## config.mk

```make
export PLATFORM = sky130hd
export DESIGN_NAME = fetch_sequencer
export DESIGN_NICKNAME = d
export VERILOG_FILES = /design/src/rtl/cpu_pkg.sv /design/src/rtl/phase_counter.sv /design/src/rtl/fetch_sequencer.sv
export SDC_FILE = /design/constraint.sdc
export NUM_CORES = 1
export LEC_CHECK = 0
export CAP_MARGIN = 20
export CELL_PAD_IN_SITES_DETAIL_PLACEMENT = 0
export CELL_PAD_IN_SITES_GLOBAL_PLACEMENT = 1
export CORE_ASPECT_RATIO = 1.25
export CORE_MARGIN = 10
export CORE_UTILIZATION = 30
export CTS_BUF_LIST = sky130_fd_sc_hd__clkbuf_4 sky130_fd_sc_hd__clkbuf_8 sky130_fd_sc_hd__clkbuf_16
export DETAILED_ROUTE_END_ITERATION = 8
export GPL_TIMING_DRIVEN = 0
export PLACE_DENSITY = 0.87
export REMOVE_ABC_BUFFERS = 1
export SLEW_MARGIN = 20
export SYNTH_ARGS = -nofsm -noshare
export SYNTH_HDL_FRONTEND = slang
export SYNTH_HIERARCHICAL = 1
export SYNTH_SLANG_ARGS = --single-unit
export TNS_END_PERCENT = 5
```

## constraint.sdc

```tcl
create_clock -name clk -period 2.4 [get_ports clk]
set_input_delay 0.48 -clock clk [delete_from_list [all_inputs] [get_ports clk]]
set_output_delay 0.48 -clock clk [all_outputs]
set_load 0.01 [all_outputs]
```

## src/rtl/cpu_pkg.sv

```systemverilog
// Shared definitions for the 8-phase accumulator CPU: word geometry, opcodes,
// phase numbering and the front-end run/halt state.
package cpu_pkg;

  localparam int unsigned DWIDTH_DEFAULT  = 8;
  localparam int unsigned OPWIDTH_DEFAULT = 3;
  localparam int unsigned AWIDTH_DEFAULT  = 5;
  localparam int unsigned CWIDTH_DEFAULT  = 16;

  localparam logic [2:0] HLT = 3'd0;
  localparam logic [2:0] SKZ = 3'd1;
  localparam logic [2:0] ADD = 3'd2;
  localparam logic [2:0] AND = 3'd3;
  localparam logic [2:0] XOR = 3'd4;
  localparam logic [2:0] LDA = 3'd5;
  localparam logic [2:0] ST  = 3'd6;
  localparam logic [2:0] JMP = 3'd7;

  localparam logic [2:0] PH_FETCH0 = 3'd0;
  localparam logic [2:0] PH_FETCH1 = 3'd1;
  localparam logic [2:0] PH_FETCH2 = 3'd2;
  localparam logic [2:0] PH_FETCH3 = 3'd3;
  localparam logic [2:0] PH_EXEC4  = 3'd4;
  localparam logic [2:0] PH_EXEC5  = 3'd5;
  localparam logic [2:0] PH_EXEC6  = 3'd6;
  localparam logic [2:0] PH_EXEC7  = 3'd7;

  typedef enum logic {
    StRun,
    StHalted
  } run_state_e;

  function automatic logic is_last_phase(input logic [2:0] ph);
    return ph == PH_EXEC7;
  endfunction

endpackage

```

## src/rtl/phase_counter.sv

```systemverilog
// 3-bit instruction phase counter; advances when enabled and flags the 7->0 wrap
// in the same cycle so the owner can count completed instructions.
module phase_counter
  import cpu_pkg::*;
(
  input  logic       clk,
  input  logic       rst,
  input  logic       en,
  output logic [2:0] phase,
  output logic       wrap
);

  logic [2:0] phase_q, phase_d;

  always_comb begin
    phase_d = phase_q;
    if (en) begin
      phase_d = phase_q + 3'd1;
    end
  end

  always_ff @(posedge clk) begin
    if (rst) begin
      phase_q <= PH_FETCH0;
    end else begin
      phase_q <= phase_d;
    end
  end

  assign phase = phase_q;
  assign wrap  = en && is_last_phase(phase_q);

endmodule

```

## src/rtl/fetch_sequencer.sv

```systemverilog
// CPU front end: phase sequencing, PC and IR, run/halt control, memory address
// mux and a saturating retired-instruction counter.
module fetch_sequencer #(
  parameter int unsigned DWIDTH  = cpu_pkg::DWIDTH_DEFAULT,
  parameter int unsigned OPWIDTH = cpu_pkg::OPWIDTH_DEFAULT,
  parameter int unsigned AWIDTH  = cpu_pkg::AWIDTH_DEFAULT,
  parameter int unsigned CWIDTH  = cpu_pkg::CWIDTH_DEFAULT
) (
  input  logic               clk,
  input  logic               rst,
  input  logic [DWIDTH-1:0]  data_in,
  input  logic               sel,
  input  logic               ld_ir,
  input  logic               inc_pc,
  input  logic               ld_pc,
  input  logic               halt,
  input  logic               run_req,
  output logic [2:0]         phase,
  output logic [OPWIDTH-1:0] opcode,
  output logic [AWIDTH-1:0]  ir_addr,
  output logic [AWIDTH-1:0]  pc,
  output logic [AWIDTH-1:0]  addr,
  output logic               halted,
  output logic [CWIDTH-1:0]  retired
);
  import cpu_pkg::*;

  run_state_e        state_q, state_d;
  logic [DWIDTH-1:0] ir_q, ir_d;
  logic [AWIDTH-1:0] pc_q, pc_d;
  logic [CWIDTH-1:0] retired_q, retired_d;
  logic              running;
  logic              phase_en;
  logic              phase_wrap;

  assign running = (state_q == StRun);

  // Halt entry freezes the phase; the resume edge itself advances it (4->5).
  always_comb begin
    state_d  = state_q;
    phase_en = 1'b0;
    unique case (state_q)
      StRun: begin
        if (halt) begin
          state_d = StHalted;
        end else begin
          phase_en = 1'b1;
        end
      end
      StHalted: begin
        if (run_req) begin
          state_d  = StRun;
          phase_en = 1'b1;
        end
      end
      default: state_d = StRun;
    endcase
  end

  phase_counter u_phase_counter (
    .clk   (clk),
    .rst   (rst),
    .en    (phase_en),
    .phase (phase),
    .wrap  (phase_wrap)
  );

  // Strobes are still honoured on the halt-entry cycle so PC steps past the HLT.
  always_comb begin
    ir_d = ir_q;
    pc_d = pc_q;
    if (running) begin
      if (ld_ir) begin
        ir_d = data_in;
      end
      if (ld_pc) begin
        pc_d = ir_q[AWIDTH-1:0];
      end else if (inc_pc) begin
        pc_d = pc_q + AWIDTH'(1);
      end
    end
  end

  always_comb begin
    retired_d = retired_q;
    if (phase_wrap && (retired_q != {CWIDTH{1'b1}})) begin
      retired_d = retired_q + CWIDTH'(1);
    end
  end

  always_ff @(posedge clk) begin
    if (rst) begin
      state_q   <= StRun;
      ir_q      <= '0;
      pc_q      <= '0;
      retired_q <= '0;
    end else begin
      state_q   <= state_d;
      ir_q      <= ir_d;
      pc_q      <= pc_d;
      retired_q <= retired_d;
    end
  end

  assign opcode  = ir_q[DWIDTH-1 -: OPWIDTH];
  assign ir_addr = ir_q[AWIDTH-1:0];
  assign pc      = pc_q;
  assign addr    = sel ? pc_q : ir_q[AWIDTH-1:0];
  assign halted  = (state_q == StHalted);
  assign retired = retired_q;

endmodule

```

# Word level (Yosys, flattened, before mapping)
# Index checks and enable logic that the tools add are counted.
[word_totals]
reg_bits = 33
latch_bits = 0
ram_bits = 0
mem_bits_ro = 0
input_bits = 16
out_inout_bits = 38
memories = 0
[classes]
n_addsub = 3
n_mul = 0
n_div = 0
n_lt_le_gt_ge = 0
n_eq_ne = 2
shifts = 0
mux = 9
bitwise_logic = 1
reduce_logical = 5
[op_table]
columns = ["operator", "n"]
rows = [
  ["$add 16x1->16 const B", 1],
  ["$ne 16x16->1 const B", 1],
  ["$mux 5", 3],
  ["$add 5x1->5 const B", 1],
  ["$mux 1", 4],
  ["$pmux 1 s2", 2],
  ["$reduce_and 2->1", 2],
  ["$add 3x1->3 const B", 1],
  ["$eq 3x3->1 const B", 1],
  ["$logic_and 1x1->1", 2],
  ["$reduce_bool 2->1", 1],
  ["$not 1->1", 1],
]

# Logic depth before layout (Yosys ltp)
# Gate-level depths: netlist of run 1.
[logic_depth]
ltp_word = 4
mapped_depth = 7
mapped_depth_nobuf = 7

# Cells and area by module
# Netlist of run 1, hierarchy kept.
[by_module_without_submodules]
columns = ["module", "n_inst", "cells_each", "area_each_um2"]
rows = [
  ["fetch_sequencer", 1, 162, 1460.2],
  ["phase_counter", 1, 12, 132.6],
]

# Worst setup path before layout of run 1
# OpenSTA, ideal clock, no wires.
[synth_timing]
path_type = "input -> register"
startpoint = "input port halt"
endpoint = "register retired_q[15], in the netlist retired[15]"
setup_time_ps = 70
t_arrival_ps = 2233
t_required_ps = 2330
setup_slack_ps = 97
stages = 6
n_path_buf = 0
cell_sequence = "o21ai_0 and2_2 and3_4 nand4_4 or4_1 a21oi_1"
[synth_via]
elab_chain_cells = 4
[synth_rtl]
columns = ["item", "line", "rtl"]
rows = [
  ["start: declaration", "fetch_sequencer.sv:16", "input logic halt,"],
  ["$mux 1", "fetch_sequencer.sv:44", "if (halt) begin"],
  ["$pmux 1 s2", "fetch_sequencer.sv:42", "unique case (state_q)"],
  ["$logic_and 1x1->1", "phase_counter.sv:31", "assign wrap = en && is_last_phase(phase_q);"],
  ["via phase_wrap", "fetch_sequencer.sv:34", "logic phase_wrap;"],
  ["$logic_and 1x1->1", "fetch_sequencer.sv:86", "if (phase_wrap && (retired_q != {CWIDTH{1'b1}})) begin"],
  ["end signal: assignment", "fetch_sequencer.sv:101", "retired_q <= retired_d;"],
  ["end: declaration", "fetch_sequencer.sv:31", "logic [CWIDTH-1:0] retired_q, retired_d;"],
]
# The timed path passes the listed nets, and every way through them passes these cells.
# A chain may end at the register's enable or synchronous reset.

# Final worst setup path of run 1
[layout_timing]
startpoint = "input port halt"
endpoint = "register retired_q[15], in the netlist retired[15]"
[layout_via]
elab_chain_cells = 4
[layout_rtl]
columns = ["item", "line", "rtl"]
rows = [
  ["$mux 1", "fetch_sequencer.sv:44", ""],
  ["$pmux 1 s2", "fetch_sequencer.sv:42", ""],
  ["via phase_en", "fetch_sequencer.sv:33", "logic phase_en;"],
  ["$logic_and 1x1->1", "phase_counter.sv:31", ""],
  ["via phase_wrap", "fetch_sequencer.sv:34", ""],
  ["$logic_and 1x1->1", "fetch_sequencer.sv:86", ""],
]
# The timed path passes the listed nets, and every way through them passes these cells.

==> results.sh, run 1 <==
export IMPL_ys_top_cells_by_count="dfxtp_1 (33), nor2_1 (21), mux2i_1 (13)"
export IMPL_die_h_um=101
export IMPL_via_count=1529
export IMPL_area_growth_pct=42.8
export IMPL_cp_required_ps=2610
export IMPL_grt_first_pass_wirelength_mm=6.97
export IMPL_clock_skew_ps=3.68
export IMPL_crit_type="in2reg"
export IMPL_fin_nets=248
export IMPL_grt_max_degree=37
export IMPL_dp_cells=283
export IMPL_period_share_pct=96.0
export IMPL_tightest_slew_ps=931
export IMPL_instances_no_fill=291
export IMPL_final_fill_count=520
export IMPL_dpl_cell_area_sq_um=2170
export IMPL_max_freq_ghz=0.434
export IMPL_h_tree_depth=2
export IMPL_slew_violations=0
export IMPL_root_buffer="clkbuf_8"
export IMPL_utilization_pct=44.5
export IMPL_postRouteAntennaNets=0
export IMPL_die_x_um=85.2
export IMPL_drt_first_iter_violations=22
export IMPL_core_area_sq_um=5120
export IMPL_numPortBuffers=53
export IMPL_ys_seq_area_share_pct=41.5
export IMPL_clk_path_buf_depth=2
export IMPL_synthCells=174
export IMPL_ys_types=40
export IMPL_track_usage_pct=9.76
export IMPL_num_antenna_cells=0
export IMPL_cp_start_kind="input port"
export IMPL_numCtsBuffers=5
export IMPL_yosys_area_top_type="dfxtp_1"
export IMPL_stdcell_area_sq_um=2270
export IMPL_drt_total_wl_mm=4.25
export IMPL_ys_flop_type="dfxtp_1"
export IMPL_via_per_inst=5.25
export IMPL_syn_area_sq_um=1590
export IMPL_p_leak_nw=0.820
export IMPL_yosysMostFrequentCell="dfxtp_1"
export IMPL_dp_hpwl_mm=3.23
export IMPL_drc_errors=0
export IMPL_power_density_nw_per_um2=511
export IMPL_cap_violations=0
export IMPL_clkLatencyLatePin_ps=280
export IMPL_yosysWarnings=6
export IMPL_rows=29
export IMPL_grt_pass1_vias=1484
export IMPL_first_pass_iters=4
export IMPL_syn_mean_instance_area_sq_um=9.15
export IMPL_critPathMaxFanout=9
export IMPL_fp_dieArea_sq_um=8640
export IMPL_initial_utilization_pct=31.1
export IMPL_post_place_ws_ps=-607
export IMPL_netlist_top_cells_area="dfxtp_1 (41%), mux2i_1 (8.2%), nor2_1 (4.9%)"
export IMPL_setup_slack_ps=95.6
export IMPL_clkSinkCount=33
export IMPL_drive_gt1_share_pct=9.17
export IMPL_synthArstFlopShare_pct=0
export IMPL_hold_path_class="reg2reg"
export IMPL_critPathArrivalTime_ps=2510
export IMPL_rsz0062_at_grt="false"
export IMPL_overflow=0
export IMPL_status="completed"
export IMPL_slew_headroom_pct=37.8
export IMPL_p_total_mw=1.16
export IMPL_routabilityCongestion=0.717
export IMPL_io_pins=54
export IMPL_hold_viol=0
export IMPL_endpoint_kind="register"
export IMPL_min_period_ps=2300
export IMPL_wire_per_inst_um=14.6
export IMPL_synth_top_area_share_pct=41.5
export IMPL_antenna_found_initial=0
export IMPL_cts_clk_slew_worst_paths_ps=70
export IMPL_ys_ff_latch=33
export IMPL_tritoncts="yes"
export IMPL_ir_drop_mv=0.177
export IMPL_synth_edf_count=0
export IMPL_finalSetupViolCount=0
==> metrics by stage <==
step	hold slack, ps	setup TNS, ps
finish	503	0
CTS	511	0
global placement	473	-4140
global route	544	0
detailed placement	494	-4350
floorplan	502	0
==> final cells by class <==
| type | instances | area, sq um | share of cell area (%) |
|---|---|---|---|
| multi-input cells | 133 | 918 | 40.4 |
| repair buffers | 53 | 524 | 23.0 |
| inverters | 2 | 7.51 | 0.330 |
| clock buffers | 6 | 76.3 | 3.36 |
| clock inverters | 2 | 10.0 | 0.440 |
| well taps | 62 | 77.6 | 3.41 |
| flip-flops and latches | 33 | 661 | 29.0 |
==> critical path, cell delays in order <==
cell and delay [ps]:
clkdlybuf4s50_1 440, o21ai_4 220, and2_2 270, and3_4 240, nand4_4 170, or4_1 540, a21oi_1 150
==> registers in the layout, indices dropped and copies added (netlist names) <==
signal and count:
retired 16, halted 1, u_phase_counter/phase 3, pc 5, ir_q 8
==> cells by family (layout without fill, tap and decap cells) <==
family | Yosys count | count (layout) | synth area share (%)
compound gates | 38 | 38 | 15.2
xor+xnor | 2 | 2 | 1.10
fa+ha+maj | 4 | 4 | 3.14
buf+inv | 8 | 63 | 2.12
flops | 33 | 33 | 41.5
mux | 20 | 20 | 13.1
simple gates | 69 | 69 | 23.8
==> metal layers <==
layer / track usage, % / up-vias / wire length (um)
met1: 10.1 / 724 / 1810
met4: 5.20 / 0 / 91
met2: 16.3 / 44 / 2010
met3: 4.26 / 7 / 346
li1: - / 754 / -
met5: 0 / - / 0
==> cells in the final DEF, fill, tap and decap left out, drive strengths merged, types with 2 or more instances in the layout <==
cell           instances
a311oi                 2
and4                   2
nor4                   2
clkinv                 2
a21oi                 11
mux2                   7
nor2                  21
nor2b                  3
dfxtp                 33
nand4                  8
nand2                 11
a31oi                  3
ha                     4
or4                    3
o21ai                  8
and2                   2
nand3                  4
inv                    2
or3                    5
clkbuf                 6
o31ai                  6
mux2i                 13
nand2b                 2
and3                   3
nor3                   3
clkdlybuf4s50         51
a211oi                 2
==> power breakdown <==
part / total (mW) / leakage [nW] / internal (mW) / switching (mW)
logic: 0.168 / 0.504 / 0.0974 / 0.0706
registers: 0.589 / 0.268 / 0.567 / 0.0216
clock network: 0.405 / 0.0484 / 0.212 / 0.193
total: 1.16 / 0.820 / 0.877 / 0.285
==> path summary, 6_finish.rpt <==
| kind | startpoint | to | slack (ps) | cells past startpoint |
|---|---|---|---|---|
| worst max-delay path | halt | retired[15] | 100 | 7 |
| worst min-delay path | ir_q[7] | ir_q[7] | 500 | 2 |
| worst max register to register | retired[0] | retired[0] | 140 | 5 |
| worst min register to register | ir_q[7] | ir_q[7] | 500 | 2 |
==> timing repair <==
action / in CTS / in global routing
buffers inserted: 0 / 0
hold buffers: 0 / 0
pin swaps: 0 / 0
gates resized for setup: 4 / 1
setup endpoints to repair: 10 / 1
Note: power is estimated with default switching activity, not from simulation.
==> inputs of run 2 (changes only) <==
==> constraint.sdc (replaced) <==
create_clock -name clk -period 2.1 [get_ports clk]
set_input_delay 0.42 -clock clk [delete_from_list [all_inputs] [get_ports clk]]
set_output_delay 0.42 -clock clk [all_outputs]
set_load 0.01 [all_outputs]
==> results.sh, run 2 (synthesis gave the netlist of run 1 again) <==
export IMPL_r2r_slack_ps=110
export IMPL_multiInputGateArea_sq_um=952
export IMPL_instances_no_fill=298
export IMPL_antenna_found_initial=0
export IMPL_via_per_inst=5.30
export IMPL_final_fill_count=521
export IMPL_drive_gt1_share_pct=14.8
export IMPL_via_count=1578
export IMPL_layout_commonest_cell="clkdlybuf4s50_1"
export IMPL_root_buffer="clkbuf_8"
export IMPL_final_cell_mix="clkdlybuf4s50_1 (51), dfxtp_1 (31), nor2_1 (20)"
export IMPL_dp_hpwl_mm=3.23
export IMPL_clkLatencyLatePin_ps=280
export IMPL_rr_worst_depth=7
export IMPL_p_leak_nw=0.865
export IMPL_r2r_end="retired[15]"
export IMPL_whs_ps=503
export IMPL_critPathArrivalTime_ps=2300
export IMPL_finalSetupViolCount=0
export IMPL_min_period_ps=2090
export IMPL_dp_cells=283
export IMPL_status="completed"
export IMPL_first_pass_iters=4
export IMPL_rows=29
export IMPL_crit_type="in2reg"
export IMPL_cp_start_kind="input port"
export IMPL_dpl_cell_area_sq_um=2170
export IMPL_post_place_ws_ps=-847
export IMPL_io_pins=54
export IMPL_rsz0062_at_grt="true"
export IMPL_hold_path_class="reg2reg"
export IMPL_wire_per_inst_um=14.9
export IMPL_initial_utilization_pct=31.1
export IMPL_tightest_slew_ps=929
export IMPL_cts_clk_slew_worst_paths_ps=70
export IMPL_overflow=0
export IMPL_power_density_nw_per_um2=566
export IMPL_die_x_um=85.2
export IMPL_clkSinkCount=33
export IMPL_drt_first_iter_violations=25
export IMPL_track_usage_pct=9.82
export IMPL_h_tree_depth=2
export IMPL_critPathMaxFanout=5
export IMPL_drt_total_wl_mm=4.44
export IMPL_cap_violations=0
export IMPL_num_antenna_cells=0
export IMPL_ir_drop_mv=0.198
export IMPL_endpoint_kind="register"
export IMPL_area_growth_pct=47.9
export IMPL_core_area_sq_um=5120
export IMPL_cp_required_ps=2310
export IMPL_hold_end="ir_q[7]"
export IMPL_worstHoldStart="ir_q[7]"
export IMPL_hold_viol=0
export IMPL_fin_nets=255
export IMPL_utilization_pct=46.1
export IMPL_clk_path_buf_depth=2
export IMPL_tritoncts="yes"
export IMPL_fp_dieArea_sq_um=8640
export IMPL_grt_max_degree=37
export IMPL_routabilityCongestion=0.717
export IMPL_slew_headroom_pct=38.0
export IMPL_die_h_um=101
export IMPL_slew_violations=0
export IMPL_grt_first_pass_wirelength_mm=7.01
export IMPL_postRouteAntennaNets=0
export IMPL_setup_slack_ps=10.9
export IMPL_fin_setup_tns_ps=0
export IMPL_crit_reg2reg_launch="halted"
export IMPL_clock_skew_ps=4.33
export IMPL_numCtsBuffers=5
export IMPL_final_seq_area_sq_um=663
export IMPL_stdcell_area_sq_um=2360
export IMPL_numPortBuffers=53
export IMPL_largest_reg_flops=16
export IMPL_p_total_mw=1.33
export IMPL_grt_pass1_vias=1486
export IMPL_max_freq_ghz=0.479
export IMPL_drc_errors=0
export IMPL_period_share_pct=99.5
export IMPL_worstHoldPathCells=2
## run 2: changes by cell type in the layout (fill, tap and decap cells not counted), sizes merged
cell	delta
nand4	+1
buf	+6
## run 2: area by class of cell
cell class | count | area share [%]
Multi-Input combinational cell | 134 | 40.4
Sequential cell | 33 | 28.1
Timing Repair Buffer | 59 | 24.2
Tap cell | 62 | 3.29
Clock buffer | 6 | 3.24
Clock inverter | 2 | 0.425
Inverter | 2 | 0.319
## run 2: worst max-delay path, cell delays in order
cell and delay [ps]:
clkdlybuf4s50_1 440, o21ai_4 220, and2_4 220, and3_4 230
nand4_4 120, or4_4 510, a21oi_2 140
## run 2: worst max-delay path by stage
stage	endpoint	cells after the start	startpoint
floorplan	retired[15]	6	halt
global placement	retired[15]	7	halt
detailed placement	retired[15]	7	halt
CTS	retired[15]	7	halt
global route	retired[15]	8	run_req
finish	retired[15]	7	halt
## run 2: routing by layer
layer  global-route usage (%)  vias up  wire length [um]
met5                        0        -                 0
met2                     16.6       47              2180
met1                     10.1      748              1780
met4                     5.20        0                94
li1                         -      775                 -
met3                     4.26        8               380
## run 2: timing repair
action	4_1_cts	5_1_grt
resized for setup	9	4
buffers inserted	0	6
gates cloned	0	1
pin swaps	3	5
hold buffers	0	0
setup endpoints to repair	19	8
## run 2: power breakdown
part	internal (mW)	switching, mW	total, mW
sequential	0.648	0.0247	0.673
combinational	0.111	0.0810	0.192
clock	0.242	0.226	0.468
total	1.00	0.331	1.33
